===== src/rtl/unified_mem_arbiter_if.sv =====
// -----------------------------------------------------------------------------
// unified_mem_arbiter_if
// Bundles the CPU fetch port, the CPU data port and the shared memory port of
// the unified memory arbiter.
//   slave  : arbiter view (takes requests and memory read data, drives grants,
//            read responses and the memory command)
//   master : environment view (CPU ports plus memory model)
// Parameters:
//   XLEN : data width
//   ALEN : address width
// -----------------------------------------------------------------------------
interface unified_mem_arbiter_if #(
    parameter int XLEN = 32,
    parameter int ALEN = 32
);
    // fetch port (read-only)
    logic            if_req;
    logic [ALEN-1:0] if_addr;
    logic            if_kill;
    logic            if_gnt;
    logic            if_rvalid;
    logic [31:0]     if_rdata;

    // data port (load/store)
    logic            d_req;
    logic            d_we;
    logic [ALEN-1:0] d_addr;
    logic [XLEN-1:0] d_wdata;
    logic [3:0]      d_be;
    logic            d_gnt;
    logic            d_rvalid;
    logic [XLEN-1:0] d_rdata;

    // shared memory port
    logic            mem_req;
    logic            mem_we;
    logic [ALEN-1:0] mem_addr;
    logic [XLEN-1:0] mem_wdata;
    logic [3:0]      mem_be;
    logic [XLEN-1:0] mem_rdata;

    modport slave (
        input  if_req, if_addr, if_kill,
        input  d_req, d_we, d_addr, d_wdata, d_be,
        input  mem_rdata,
        output if_gnt, if_rvalid, if_rdata,
        output d_gnt, d_rvalid, d_rdata,
        output mem_req, mem_we, mem_addr, mem_wdata, mem_be
    );

    modport master (
        output if_req, if_addr, if_kill,
        output d_req, d_we, d_addr, d_wdata, d_be,
        output mem_rdata,
        input  if_gnt, if_rvalid, if_rdata,
        input  d_gnt, d_rvalid, d_rdata,
        input  mem_req, mem_we, mem_addr, mem_wdata, mem_be
    );
endinterface


===== src/rtl/unified_mem_arbiter.sv =====
// -----------------------------------------------------------------------------
// unified_mem_arbiter
// Shares one single-port, fixed-latency, pipelined memory between the CPU
// fetch port (read-only) and the data port (load/store). The data port has
// priority; a fetch that has waited through STARVE_LIMIT consecutive data
// grants is forced through. Read responses are steered back by a pipeline of
// {valid, owner} tags that is RD_LATENCY stages deep. if_kill drops every
// in-flight fetch read, including one granted in the same cycle.
// Ports:
//   clk   : clock, all state on the rising edge
//   rst_n : asynchronous active-low reset
//   bus   : unified_mem_arbiter_if.slave (fetch, data and memory signals)
// Parameters:
//   RD_LATENCY   : cycles from accepted read to mem_rdata valid (1..4)
//   STARVE_LIMIT : data grants allowed while fetch waits (1..15)
// -----------------------------------------------------------------------------
module unified_mem_arbiter #(
    parameter int RD_LATENCY   = 1,
    parameter int STARVE_LIMIT = 4
) (
    input  logic                  clk,
    input  logic                  rst_n,
    unified_mem_arbiter_if.slave  bus
);
    localparam logic [3:0] LIMIT = 4'(STARVE_LIMIT);

    logic [3:0] starve_cnt_reg;
    logic [3:0] starve_cnt_next;
    logic       force_if;
    logic       if_gnt;
    logic       d_gnt;
    logic       d_store;

    logic [RD_LATENCY-1:0] valid_reg;
    logic [RD_LATENCY-1:0] owner_reg;   // 1 = fetch, 0 = data
    logic [RD_LATENCY-1:0] valid_next;
    logic [RD_LATENCY-1:0] owner_next;

    // Grants are purely a function of the request inputs and the starvation
    // count, so there is no path from mem_rdata into them. rst_n gates them so
    // nothing reaches the memory while the core is held in reset.
    always_comb begin
        force_if = bus.if_req & (starve_cnt_reg == LIMIT);
        d_gnt    = rst_n & bus.d_req & ~force_if;
        if_gnt   = rst_n & bus.if_req & (~bus.d_req | force_if);
        d_store  = d_gnt & bus.d_we;
    end

    assign bus.if_gnt    = if_gnt;
    assign bus.d_gnt     = d_gnt;
    assign bus.mem_req   = if_gnt | d_gnt;
    assign bus.mem_we    = d_store;
    assign bus.mem_be    = d_store ? bus.d_be : 4'b0000;
    // With no winner the data-port address is passed through; it is a
    // don't-care because mem_req is low.
    assign bus.mem_addr  = if_gnt ? bus.if_addr : bus.d_addr;
    assign bus.mem_wdata = bus.d_wdata;

    // The count only tracks a fetch that is actually waiting: any cycle
    // without a fetch request, or with a fetch grant, restarts it.
    always_comb begin
        starve_cnt_next = starve_cnt_reg;
        if (!bus.if_req || if_gnt) begin
            starve_cnt_next = 4'd0;
        end else if (d_gnt && (starve_cnt_reg != LIMIT)) begin
            starve_cnt_next = starve_cnt_reg + 4'd1;
        end
    end

    // Stage 0 captures the read granted this cycle; stores never enter.
    // A kill also clears the entry being written, so a fetch granted in the
    // kill cycle is dropped too.
    assign valid_next[0] = (if_gnt | (d_gnt & ~bus.d_we)) & ~(bus.if_kill & if_gnt);
    assign owner_next[0] = if_gnt;

    for (genvar gi = 1; gi < RD_LATENCY; gi++) begin : g_stage
        assign valid_next[gi] = valid_reg[gi-1] & ~(bus.if_kill & owner_reg[gi-1]);
        assign owner_next[gi] = owner_reg[gi-1];
    end

    always_ff @(posedge clk or negedge rst_n) begin
        if (!rst_n) begin
            starve_cnt_reg <= 4'd0;
            valid_reg      <= '0;
            owner_reg      <= '0;
        end else begin
            starve_cnt_reg <= starve_cnt_next;
            valid_reg      <= valid_next;
            owner_reg      <= owner_next;
        end
    end

    // The last stage lines up with mem_rdata. A fetch response leaving in the
    // kill cycle is still presented; the core discards it.
    assign bus.if_rvalid = valid_reg[RD_LATENCY-1] & owner_reg[RD_LATENCY-1];
    assign bus.d_rvalid  = valid_reg[RD_LATENCY-1] & ~owner_reg[RD_LATENCY-1];
    assign bus.if_rdata  = bus.mem_rdata[31:0];
    assign bus.d_rdata   = bus.mem_rdata;
endmodule

===== src/flat_wrapper.sv =====
// flat-port wrapper written by rule: the top's interface ports become plain ports
module unified_mem_arbiter_flat 
#(
    parameter int RD_LATENCY   = 1,
    parameter int STARVE_LIMIT = 4
)
  (clk, rst_n, bus_if_req, bus_if_addr, bus_if_kill, bus_d_req, bus_d_we, bus_d_addr, bus_d_wdata, bus_d_be, bus_mem_rdata, bus_if_gnt, bus_if_rvalid, bus_if_rdata, bus_d_gnt, bus_d_rvalid, bus_d_rdata, bus_mem_req, bus_mem_we, bus_mem_addr, bus_mem_wdata, bus_mem_be);
  unified_mem_arbiter_if bus_i ();
  input  logic clk;
  input  logic rst_n;
  input wire logic [$bits(bus_i.if_req)-1:0] bus_if_req;
  input wire logic [$bits(bus_i.if_addr)-1:0] bus_if_addr;
  input wire logic [$bits(bus_i.if_kill)-1:0] bus_if_kill;
  input wire logic [$bits(bus_i.d_req)-1:0] bus_d_req;
  input wire logic [$bits(bus_i.d_we)-1:0] bus_d_we;
  input wire logic [$bits(bus_i.d_addr)-1:0] bus_d_addr;
  input wire logic [$bits(bus_i.d_wdata)-1:0] bus_d_wdata;
  input wire logic [$bits(bus_i.d_be)-1:0] bus_d_be;
  input wire logic [$bits(bus_i.mem_rdata)-1:0] bus_mem_rdata;
  output wire logic [$bits(bus_i.if_gnt)-1:0] bus_if_gnt;
  output wire logic [$bits(bus_i.if_rvalid)-1:0] bus_if_rvalid;
  output wire logic [$bits(bus_i.if_rdata)-1:0] bus_if_rdata;
  output wire logic [$bits(bus_i.d_gnt)-1:0] bus_d_gnt;
  output wire logic [$bits(bus_i.d_rvalid)-1:0] bus_d_rvalid;
  output wire logic [$bits(bus_i.d_rdata)-1:0] bus_d_rdata;
  output wire logic [$bits(bus_i.mem_req)-1:0] bus_mem_req;
  output wire logic [$bits(bus_i.mem_we)-1:0] bus_mem_we;
  output wire logic [$bits(bus_i.mem_addr)-1:0] bus_mem_addr;
  output wire logic [$bits(bus_i.mem_wdata)-1:0] bus_mem_wdata;
  output wire logic [$bits(bus_i.mem_be)-1:0] bus_mem_be;
  assign bus_i.if_req = bus_if_req;
  assign bus_i.if_addr = bus_if_addr;
  assign bus_i.if_kill = bus_if_kill;
  assign bus_i.d_req = bus_d_req;
  assign bus_i.d_we = bus_d_we;
  assign bus_i.d_addr = bus_d_addr;
  assign bus_i.d_wdata = bus_d_wdata;
  assign bus_i.d_be = bus_d_be;
  assign bus_i.mem_rdata = bus_mem_rdata;
  assign bus_if_gnt = bus_i.if_gnt;
  assign bus_if_rvalid = bus_i.if_rvalid;
  assign bus_if_rdata = bus_i.if_rdata;
  assign bus_d_gnt = bus_i.d_gnt;
  assign bus_d_rvalid = bus_i.d_rvalid;
  assign bus_d_rdata = bus_i.d_rdata;
  assign bus_mem_req = bus_i.mem_req;
  assign bus_mem_we = bus_i.mem_we;
  assign bus_mem_addr = bus_i.mem_addr;
  assign bus_mem_wdata = bus_i.mem_wdata;
  assign bus_mem_be = bus_i.mem_be;
  unified_mem_arbiter #(.RD_LATENCY(RD_LATENCY), .STARVE_LIMIT(STARVE_LIMIT)) u_core (.clk(clk), .rst_n(rst_n), .bus(bus_i));
endmodule

===== config.mk =====
export PLATFORM = sky130hd
export DESIGN_NAME = unified_mem_arbiter_flat
export DESIGN_NICKNAME = d
export VERILOG_FILES = /design/src/rtl/unified_mem_arbiter_if.sv /design/src/rtl/unified_mem_arbiter.sv /design/src/flat_wrapper.sv
export SDC_FILE = /design/constraint.sdc
export NUM_CORES = 1
export LEC_CHECK = 0
export ABC_AREA = 1
export BUFFER_PORTS_ARGS = -buffer_cell sky130_fd_sc_hd__buf_2
export CELL_PAD_IN_SITES_DETAIL_PLACEMENT = 0
export CELL_PAD_IN_SITES_GLOBAL_PLACEMENT = 1
export CORE_AREA = 2 2 107 109
export DETAILED_ROUTE_END_ITERATION = 7
export DIE_AREA = 0 0 109 111
export HOLD_SLACK_MARGIN = 0.1
export PLACE_DENSITY_LB_ADDON = 0.1
export SYNTH_ARGS = -nofsm -noshare
export SYNTH_HDL_FRONTEND = slang
export SYNTH_SLANG_ARGS = --single-unit

===== constraint.sdc =====
create_clock -name clk -period 3.1 [get_ports clk]
set_input_delay 0.31 -clock clk [delete_from_list [all_inputs] [get_ports clk]]
set_output_delay 0.31 -clock clk [all_outputs]
set_load 0.02 [all_outputs]

Word level (Yosys, flattened, before mapping)
Cells that the tools add are included.
{"block": "totals", "ff_bits": 6, "input_bits": 138, "output_inout_bits": 138, "wordCells": 33}
{"block": "classes", "addsub": 1, "n_eq_ne": 2, "n_mux": 4, "bitwise": 19, "n_reduce_logical": 4}
{"op": "32-bit 2-to-1 mux", "count": 1}
{"op": "4-bit 2-to-1 mux", "count": 3}
{"op": "1-bit bitwise AND", "count": 11}
{"op": "1-bit NOT", "count": 5}
{"op": "4-bit by 1-bit adder with 4-bit output (second input constant)", "count": 1}
{"op": "4-bit by 3-bit == test with 1-bit output (second input constant)", "count": 1}
{"op": "4-bit by 3-bit != test with 1-bit output (second input constant)", "count": 1}
{"op": "1-bit bitwise OR", "count": 3}
{"op": "2-bit nonzero test", "count": 1}
{"op": "1-bit logical AND", "count": 1}
{"op": "1-bit logical NOT", "count": 1}
{"op": "1-bit logical OR", "count": 1}

Depth between registers and ports, before layout
Gate-level depths: netlist of run 1.
{"block": "logic_depth", "ltp_word": 7, "depth_mapped": 10, "depth_no_buf": 9}

Least setup slack after synthesis of run 1
Ideal clock, no wire load.
{"block": "synth_timing", "path_kind": "flip-flop to output port", "startpoint": "register u_core.starve_cnt_reg[0]", "endpoint": "output bus_mem_addr[22]", "t_arrival_ns": 1.317, "required_time_ns": 2.790, "path_slack_ns": 1.473, "stages_incl_launch_ff": 11, "n_path_buf": 1, "path_cell_list": "dfrtp_1 -> inv_1 -> ha_1 -> nand2_1 -> inv_1 -> nand2_2 -> nand2_4 -> nand2_4 -> buf_6 -> nand2_1 -> nand2_1"}
{"block": "synth_between", "elab_chain_cells": 5}
{"element": "from (decl)", "line": "unified_mem_arbiter.sv:27", "text": "logic [3:0] starve_cnt_reg;"}
{"element": "from (signal assigned)", "line": "unified_mem_arbiter.sv:87", "text": "starve_cnt_reg <= starve_cnt_next;"}
{"element": "4-bit by 3-bit == test with 1-bit output", "line": "unified_mem_arbiter.sv:43", "text": "force_if = bus.if_req & (starve_cnt_reg == LIMIT);"}
{"element": "1-bit bitwise AND", "line": "unified_mem_arbiter.sv:43"}
{"element": "1-bit bitwise OR", "line": "unified_mem_arbiter.sv:45", "text": "if_gnt = rst_n & bus.if_req & (~bus.d_req | force_if);"}
{"element": "1-bit bitwise AND", "line": "unified_mem_arbiter.sv:45"}
{"element": "32-bit 2-to-1 mux", "line": "unified_mem_arbiter.sv:56", "text": "assign bus.mem_addr = if_gnt ? bus.if_addr : bus.d_addr;"}
{"element": "to (decl)", "line": "flat_wrapper.sv:28", "text": "output wire logic [$bits(bus_i.mem_addr)-1:0] bus_mem_addr;"}
No other way between the ends.

Worst setup path in the final report of run 1
{"block": "layout_timing", "startpoint": "input rst_n", "endpoint": "output bus_mem_addr[22]"}
{"block": "layout_between", "elab_chain_cells": 3}
{"element": "from (decl)", "line": "flat_wrapper.sv:10", "text": "input logic rst_n;"}
{"element": "1-bit bitwise AND (2 in a row)", "line": "unified_mem_arbiter.sv:45"}
{"element": "32-bit 2-to-1 mux", "line": "unified_mem_arbiter.sv:56"}
No other way between the ends.

==> key figures, run 1 <==
Run
  • MaxCap Viol Count: 0

STA
  • Fin. Hold Viols: 0
  • Slew Limit Headroom: 0.684
  • Setup violators final: 0
  • Min Hold Slack: 0.293 ns
  • Post-route minimum period: about 2.6 ns
  • Max Freq: 381 MHz
  • RSZ-0062 raised after global routing: false
  • Final Cycle Share: 0.846
  • Clock Skew: approximately 0.00080 ns
  • Pin slew with the least headroom to its limit: about 0.47 ns
  • Slew Viols, Final: 0
  • Setup TNS: 0 ns

Floorplan
  • Starting Density: 0.145
  • Total die area: between 10000 and 15000 sq um
  • I/O pin count: 276
  • Rows: 39
  • Die height: 111 microns
  • Core area: 11100 sq um
  • Overall die width: 109 microns

Routing
  • Vias per cell: 3.60
  • Via count: 1506
  • Starting DRT DRC Count: 22
  • Antenna-violating nets left: 0
  • Router iterations before antenna repair: 4
  • Residual DRC: 0
  • Wire per inst: about 12 microns
  • WL final: 4.83 mm

Status
  • Status: completed

Placed design
  • Post-detail-place hpwl: roughly 3.8 mm
  • Port bufs: 115
  • Placement Cell Area: 1570 sq um
  • Routability cong.: about 0.68

Synthesis
  • Synth Cell Area: 1600 sq um
  • Avg Synthesized Cell Area: 6.16 sq um
  • Seq cells post-synth: 6
  • Seq/Total Area, Yosys: 0.0938
  • Syn nets: 400
  • Synth unique cells: 17
  • Synthesized instance count: 260
  • Syn. warnings: 0

Layout
  • Fin area: 1660 sq um
  • Final net count: 417
  • Syn-to-layout area delta: 3.44%
  • Max reg flops: 4
  • Share of post-route cells with drive strength above 1: 0.458
  • # diodes: 0
  • Fillers: around 1300

Power and ir drop
  • Power per cell area: 315 nW/um^2
  • Max IR drop VDD: 0.000123 V
  • Leakage Power: 0.00105 uW

Clock tree
  • Setup bufs post-CTS: 0
  • Root Buffer: clkbuf_16
  • Clk sink count: 6
  • Htree depth: 1
  • Reg clk slew, reported paths: 0.03 ns
  • Longest Clk Path Bufs: 2
  • CTS buffer count: 3
  • TritonCTS clock tree: done
  • Worst skew pair latency: between 0.2 and 0.25 ns

Global route
  • All-Layer GR Usage: 0.0774
  • Grt peak-use layer: met2
  • Global-route wire length before repair: around 7.4 mm
  • Initial antenna violation count: 0
  • Met1 Use GR: 0.0768
  • Vias in the first global route: 1538
  • Met3 usage: 0.0118
  • Largest net degree at the start of global routing: 35
  • M2 GR Usage: 0.144
  • Grt total ovfl: 0

Setup path
  • Critical path startpoint category: primary input
  • CP Class: in -> out
  • Reg-to-reg slack, setup: 1.20 ns
  • Worst path required time: 2.79 ns
  • CP Capture Type: output pin
  • CP Max Fanout: 34
  • WP data arrival: 2.31 ns

Worst hold path
  • Worst min-delay path class: in -> reg
-- critical path: stages --
cell and delay, ns:
dlygate4sd3_1 0.52, buf_2 0.24, nand2_1 0.12, inv_2 0.37, nand2_4 0.34, nand2_1 0.15, nand2_1 0.06, buf_2 0.16
-- final cells by class --
cell class                 count  area, sq um  share of cell area
timing repair buffer         117          593               0.358
multi-input combinational    131          592               0.357
tap                          143          179               0.108
sequential                     6          150              0.0906
clock buffer                   3         75.1              0.0453
inverter                      18         67.6              0.0408
-- layout by cell type, fill, tap and decap left out, types with 3 or more instances in the layout --
cell type	count
buf_2	115
clkbuf_16	3
dfrtp_1	6
inv_1	15
inv_2	3
nand2_1	74
nand3_1	36
nand4_1	3
nor2_1	7
-- cells in the mapped netlist (all sizes together) --
library cell  count  share of area
ha                2          0.016
dfrtp             6          0.094
nor2              8          0.020
nand2            77           0.19
o21ai             2         0.0063
nand3            36           0.11
buf             105           0.49
nand4             3          0.012
xor2              1         0.0055
inv              18          0.042
a21oi             2         0.0063
-- worst paths after layout --
check | cells after the start | from | endpoint
worst max-delay path | 8 | rst_n | bus_mem_addr[22]
worst min-delay path | 2 | bus_d_we | u_core.valid_reg
worst max register to register | 9 | u_core.starve_cnt_reg[0] | u_core.starve_cnt_reg[2]
worst min register to register | 2 | u_core.starve_cnt_reg[1] | u_core.starve_cnt_reg[1]
max in group asynchronous | 2 | rst_n | u_core.starve_cnt_reg[0]
min in group asynchronous | 2 | rst_n | u_core.owner_reg
-- cells by family after synthesis --
| group | after synthesis | share of synthesized area |
|---|---|---|
| flip-flops | 6 | 0.0937 |
| AO/OA/AOI/OAI | 4 | 0.0125 |
| XOR/XNOR | 1 | 0.00547 |
| buffers and inverters | 123 | 0.537 |
| adder cells (fa/ha/maj) | 2 | 0.0156 |
| AND/OR/NAND/NOR | 124 | 0.336 |
-- where the power goes --
part / switching [uW] / internal, uW
combinational: 135 / 86.2
sequential: 8.55 / 87.9
clock: 39.7 / 165
total: 183 / 339
-- metrics by stage --
step	util	std cells	total power (uW)	setup WS, ns
final	0.150	418	523	0.477
after global routing	0.150	418	568	0.170
after CTS	0.150	418	536	0.328
after detailed placement	0.142	414	323	0.762
after global placement	0.142	414	326	0.768
after floorplan	-	260	404	1.47
-- per-layer routing --
metal | vias to the layer above | wire, microns
met2 | 72 | 2580
met4 | 0 | 253
met5 | - | 0
met1 | 663 | 1640
met3 | 35 | 354
li1 | 736 | -
-- repair_timing --
| action | 4_1_cts | 5_1_grt |
|---|---|---|
| hold endpoints to repair | 6 | 0 |
| hold buffers | 1 | 0 |
| resized for setup | 0 | 0 |
Note: power is estimated with default switching activity, not from simulation.
==> run 2: changes to the inputs <==
- clock period: 3.1 -> 2.57 ns (I/O delays scaled with it)
==> key figures, run 2 (synthesis gave the netlist of run 1 again) <==
Layout
  • Syn-to-layout area delta: 4.37%
  • Fillers: 1314 (+0.23%)
  • Share of post-route cells with drive strength above 1: 0.462 (+0.00391)
  • # diodes: 0 (unchanged)
  • Max reg flops: 4 (unchanged)
  • Fin area: 1670 sq um (+0.91%)
  • Most frequent cells in the layout: buf_2 (115), nand2_1 (74), nand3_1 (36)
  • FF+latch area: 150 sq um (unchanged)
  • Final net count: 419 (+0.48%)
  • Most common cell after layout, fill and taps aside: buf_2
  • Multi-input logic area: 592 sq um (unchanged)

STA
  • Setup TNS: 0 ns (unchanged)
  • Max Freq: 439 MHz
  • Clock Skew: 0.000838 ns (+0.0000398 ns)
  • Final Cycle Share: 0.885
  • Fin. Hold Viols: 0 (unchanged)
  • Pin slew with the least headroom to its limit: 0.431 ns (-0.0423 ns)
  • Slew Viols, Final: 0 (unchanged)
  • RSZ-0062 raised after global routing: false
  • Post-route minimum period: 2.28 ns
  • Slew Limit Headroom: 0.713 (+0.0284)
  • Setup violators final: 0 (unchanged)

Floorplan
  • Total die area: 12100 sq um (unchanged)
  • Die height: 111 microns (unchanged)
  • Core area: 11100 sq um (unchanged)
  • Rows: 39 (unchanged)
  • Overall die width: 109 microns (unchanged)
  • Starting Density: 0.145 (unchanged)
  • I/O pin count: 276 (unchanged)

Routing
  • Residual DRC: 0 (unchanged)
  • Vias per cell: 3.52 (-2.2%)
  • Via count: 1480 (-1.7%)
  • WL final: 5.03 mm (+4.1%)
  • Antenna-violating nets left: 0 (unchanged)
  • Starting DRT DRC Count: 35 (+59%)
  • Router iterations before antenna repair: 4 (unchanged)
  • Wire per inst: 12.0 microns (+3.6%)

Global route
  • M2 GR Usage: 0.154 (+0.00952)
  • Met1 Use GR: 0.0778 (+0.00102)
  • All-Layer GR Usage: 0.0816 (+0.00419)
  • Grt peak-use layer: met2
  • Largest net degree at the start of global routing: 35 (unchanged)
  • Met3 usage: 0.0135 (+0.00176)
  • Grt total ovfl: 0 (unchanged)
  • Initial antenna violation count: 0 (unchanged)
  • Vias in the first global route: 1584 (+3.0%)
  • Global-route wire length before repair: 7.69 mm (+3.8%)

Power and ir drop
  • Combinational share of power: 0.425 (+0.002)
  • Leakage Power: 0.00106 uW (+0.91%)
  • Max IR drop VDD: 0.000148 V (+21%)
  • Power per cell area: 383 nW/um^2 (+21%)
  • Net Sw Power: 228 uW (+25%)
  • Internal Power: 412 uW (+21%)
  • Sw Ratio: 0.357 (+0.00586)
  • Seq pwr share: 0.183 (-0.002)
  • Clock power frac: 0.392 (about the same)

Placed design
  • Placement Cell Area: 1590 sq um (+0.96%)
  • Port bufs: 115 (unchanged)
  • Post-detail-place hpwl: 3.91 mm (+2.8%)
  • Routability cong.: 0.654 (-4.1%)

Clock tree
  • Setup bufs post-CTS: 0 (unchanged)
  • Worst skew pair latency: 0.23 ns (about the same)
  • Htree depth: 1 (unchanged)
  • Reg clk slew, reported paths: 0.03 ns (about the same)
  • TritonCTS clock tree: done
  • Clk sink count: 6 (unchanged)
  • CTS buffer count: 3 (unchanged)
  • Root Buffer: clkbuf_16
  • Longest Clk Path Bufs: 2 (unchanged)

Setup path
  • CP Max Fanout: 34 (unchanged)
  • Worst path required time: 2.31 ns (-0.48 ns)
  • Critical path startpoint category: flop
  • CP Class: reg -> out
  • WP data arrival: 2.02 ns (-0.29 ns)
  • CP Capture Type: output pin

Status
  • Status: completed

Worst hold path
  • Worst min-delay path class: in -> reg

Run
  • MaxCap Viol Count: 0 (unchanged)
-- run 2: timing repair --
| action | CTS | global route |
|---|---|---|
| hold buffers | 1 | 0 |
| endpoints found under the hold margin | 6 | 0 |
| gates resized for setup | 0 | 0 |
-- run 2: metrics by stage --
step	std cells	util	power, uW	setup slack (ns)	hold WS (ns)
finish	420	0.151	640	0.295	0.264
global route	420	0.151	681	0.0635	0.278
CTS	420	0.151	648	0.233	0.258
detailed placement	416	0.143	392	0.491	0.191
global placement	416	0.143	398	0.477	0.192
floorplan	260	-	488	0.996	-0.0386
-- run 2: final cells by class --
class	instances	area share
well taps	143	0.107
flip-flops and latches	6	0.0898
repair buffers	119	0.364
inverters	18	0.0404
clock buffers	3	0.0449
multi-input cells	131	0.354
-- run 2: power groups by stage --
stage | sequential (uW) | combinational [uW] | clock (uW)
6_report | 117 | 272 | 251
4_1_cts | 117 | 278 | 253
2_1_floorplan | 115 | 373 | 0
3_3_place_gp | 118 | 281 | 0
3_5_place_dp | 117 | 275 | 0
5_1_grt | 118 | 303 | 259
-- run 2: worst paths after layout --
kind	startpoint	cells past startpoint	slack (ns)	end
setup reg to reg	u_core.starve_cnt_reg[0]	9	0.81	u_core.starve_cnt_reg[2]
hold / removal	bus_d_we	2	0.26	u_core.valid_reg
setup / recovery	u_core.starve_cnt_reg[0]	10	0.29	bus_mem_addr[18]
hold reg to reg	u_core.starve_cnt_reg[1]	2	0.59	u_core.starve_cnt_reg[1]
min in group asynchronous	rst_n	3	0.50	u_core.owner_reg
max in group asynchronous	rst_n	3	1.93	u_core.starve_cnt_reg[0]
-- run 2: critical path: stages, from the launching register on --
cell     delay, ns
dfrtp_1       0.39
inv_1         0.09
ha_1          0.20
nand2_1       0.06
inv_1         0.04
nand2_2       0.12
nand2_4       0.16
nand2_4       0.38
nand2_1       0.11
nand2_1       0.08
buf_2         0.16
-- run 2: layer usage --
layer  wire length, microns  share of wire
met1                   1690           0.34
met2                   2680           0.53
met3                    371          0.074
met4                    284          0.056
met5                      0              0
==> run 3: changes to the inputs <==
- CORE_AREA: 2 2 107 109 -> default
- CORE_ASPECT_RATIO: default -> 1.25
- CORE_MARGIN: default -> 4
- CORE_UTILIZATION: default -> 15
- DIE_AREA: 0 0 109 111 -> default
==> key figures, run 3 (synthesis gave the netlist of run 1 again) <==
Routing
  • Residual DRC: 0 (unchanged)
  • Starting DRT DRC Count: 20 (-43%)
  • WL final: 5.94 mm (+18%)
  • Vias per cell: 3.71 (+5.2%)
  • Router iterations before antenna repair: 4 (unchanged)
  • Wire per inst: 14.7 microns (+22%)
  • Antenna-violating nets left: 0 (unchanged)
  • Via count: 1502 (+1.5%)

Global route
  • All-Layer GR Usage: 0.0858 (+0.00421)
  • Vias in the first global route: 1524 (-3.8%)
  • Global-route wire length before repair: 8.12 mm (+5.7%)
  • Initial antenna violation count: 0 (unchanged)
  • Grt total ovfl: 0 (unchanged)
  • Largest net degree at the start of global routing: 36 (+2.9%)

Setup path
  • WP data arrival: 2.02 ns (about the same)
  • Worst path required time: 2.31 ns (about the same)
  • CP Capture Type: output pin
  • FF-to-FF End: u_core.starve_cnt_reg[2]
  • CP Class: in -> out
  • FF-to-FF path depth: 9 (unchanged)
  • CP Max Fanout: 35 (+2.9%)
  • Setup crit start: rst_n
  • Reg-to-reg slack, setup: 0.84 ns (+0.03 ns)
  • Crit Reg-Reg Startpoint: u_core.starve_cnt_reg[0]
  • Crit path to: bus_mem_addr[27]
  • Critical path startpoint category: primary input

Placed design
  • Port bufs: 115 (unchanged)
  • Routability cong.: 0.671 (+2.6%)
  • Pre-CTS WS: 0.505 ns (+0.0138 ns)
  • Post-detail-place hpwl: 4.85 mm (+24%)

Clock tree
  • Root Buffer: clkbuf_16
  • Setup bufs post-CTS: 0 (unchanged)
  • Hold-fix buffers at CTS: 1 (unchanged)
  • Longest Clk Path Bufs: 2 (unchanged)
  • Clk sink count: 6 (unchanged)
  • Worst skew pair latency: 0.22 ns (about the same)
  • CTS buffer count: 3 (unchanged)
  • TritonCTS clock tree: done
  • Post-CTS Resized: 0 (unchanged)
  • Htree depth: 1 (unchanged)
  • Reg clk slew, reported paths: 0.03 ns (about the same)

STA
  • Clock Skew: 0.000821 ns (-0.0000163 ns)
  • Final Cycle Share: 0.886 (about the same)
  • Slew Viols, Final: 0 (unchanged)
  • Fin. Hold Viols: 0 (unchanged)
  • Post-route minimum period: 2.28 ns (+0.00186 ns)
  • Slew Limit Headroom: 0.707 (-0.00535)
  • Setup violators final: 0 (unchanged)
  • Pin slew with the least headroom to its limit: 0.439 ns (+0.00801 ns)
  • Min Hold Slack: 0.269 ns (+0.00508 ns)
  • RSZ-0062 raised after global routing: false
  • Final Worst Setup Slack: 0.293 ns (-0.00186 ns)
  • Setup TNS: 0 ns (unchanged)
  • Max Freq: 439 MHz (about the same)

Layout
  • Final net count: 418 (-0.24%)
  • # diodes: 0 (unchanged)
  • Share of post-route cells with drive strength above 1: 0.460 (-0.00195)
  • Most frequent cells in the layout: buf_2 (115), nand2_1 (74), nand3_1 (36)
  • Util after Layout: 0.160 (+0.00958)
  • FF+latch area: 150 sq um (unchanged)
  • Fillers: 1220 (-7.2%)
  • Syn-to-layout area delta: 2.81%
  • Multi-input logic area: 592 sq um (unchanged)
  • Max reg flops: 4 (unchanged)
  • Most common cell after layout, fill and taps aside: buf_2

Floorplan
  • Total die area: 12400 sq um (+2.5%)
  • Starting Density: 0.156 (+0.0115)
  • Core area: 10300 sq um (-7.4%)
  • I/O pin count: 276 (unchanged)
  • Overall die width: 100 microns (-7.9%)
  • Rows: 41 (+5.1%)
  • Die height: 124 microns (+11%)

Power and ir drop
  • Power per cell area: 383 nW/um^2 (+0.18%)
  • Leakage Power: 0.00106 uW (-0.45%)
  • Max IR drop VDD: 0.000213 V (+44%)
  • Final Power: 631 uW (-1.3%)

Run
  • MaxCap Viol Count: 0 (unchanged)

Worst hold path
  • Worst min-delay path class: in -> reg

Status
  • Status: completed
[run 3: cell count changes in the layout (fill, tap and decap cells not counted), sizes merged]
cell | previous run | this run
buf | 118 | 117
[run 3: how the worst min path moves through the flow]
stage               slack (ns)     start  cells past startpoint                       end
CTS                       0.27  bus_d_we                      2          u_core.valid_reg
floorplan                -0.04     rst_n                      0          u_core.owner_reg
global placement          0.13     rst_n                      1  u_core.starve_cnt_reg[3]
detailed placement        0.13     rst_n                      1  u_core.starve_cnt_reg[2]
finish                    0.27  bus_d_we                      2          u_core.valid_reg
global route              0.27  bus_d_we                      2          u_core.valid_reg
[run 3: cell type report]
type,instances,area share
timing repair buffer,118,0.365
multi-input combinational,131,0.359
tap,129,0.0980
sequential,6,0.0912
clock buffer,3,0.0456
inverter,18,0.0410
[run 3: through the flow]
stage               area (sq um)  std cells
finish                      1650        405
global route                1650        405
CTS                         1650        405
detailed placement          1560        401
global placement            1560        401
floorplan                   1600        260
[run 3: where the power goes]
group          leakage, uW  switching (uW)  internal (uW)
logic             0.000941             163            105
registers        0.0000810            10.3            106
clock network    0.0000370            48.0            199
[run 3: metal layers]
metal  global-route usage  part of all wire
met1               0.0670              0.26
met2                0.169              0.56
met3               0.0271              0.11
met4               0.0674             0.067
met5                    0                 0
[run 3: critical path, cell delays in order]
cell	delay (ns)
dlygate4sd3_1	0.52
buf_2	0.24
nand2_1	0.12
inv_2	0.09
buf_4	0.37
nand3_1	0.16
nand2_1	0.09
buf_2	0.16
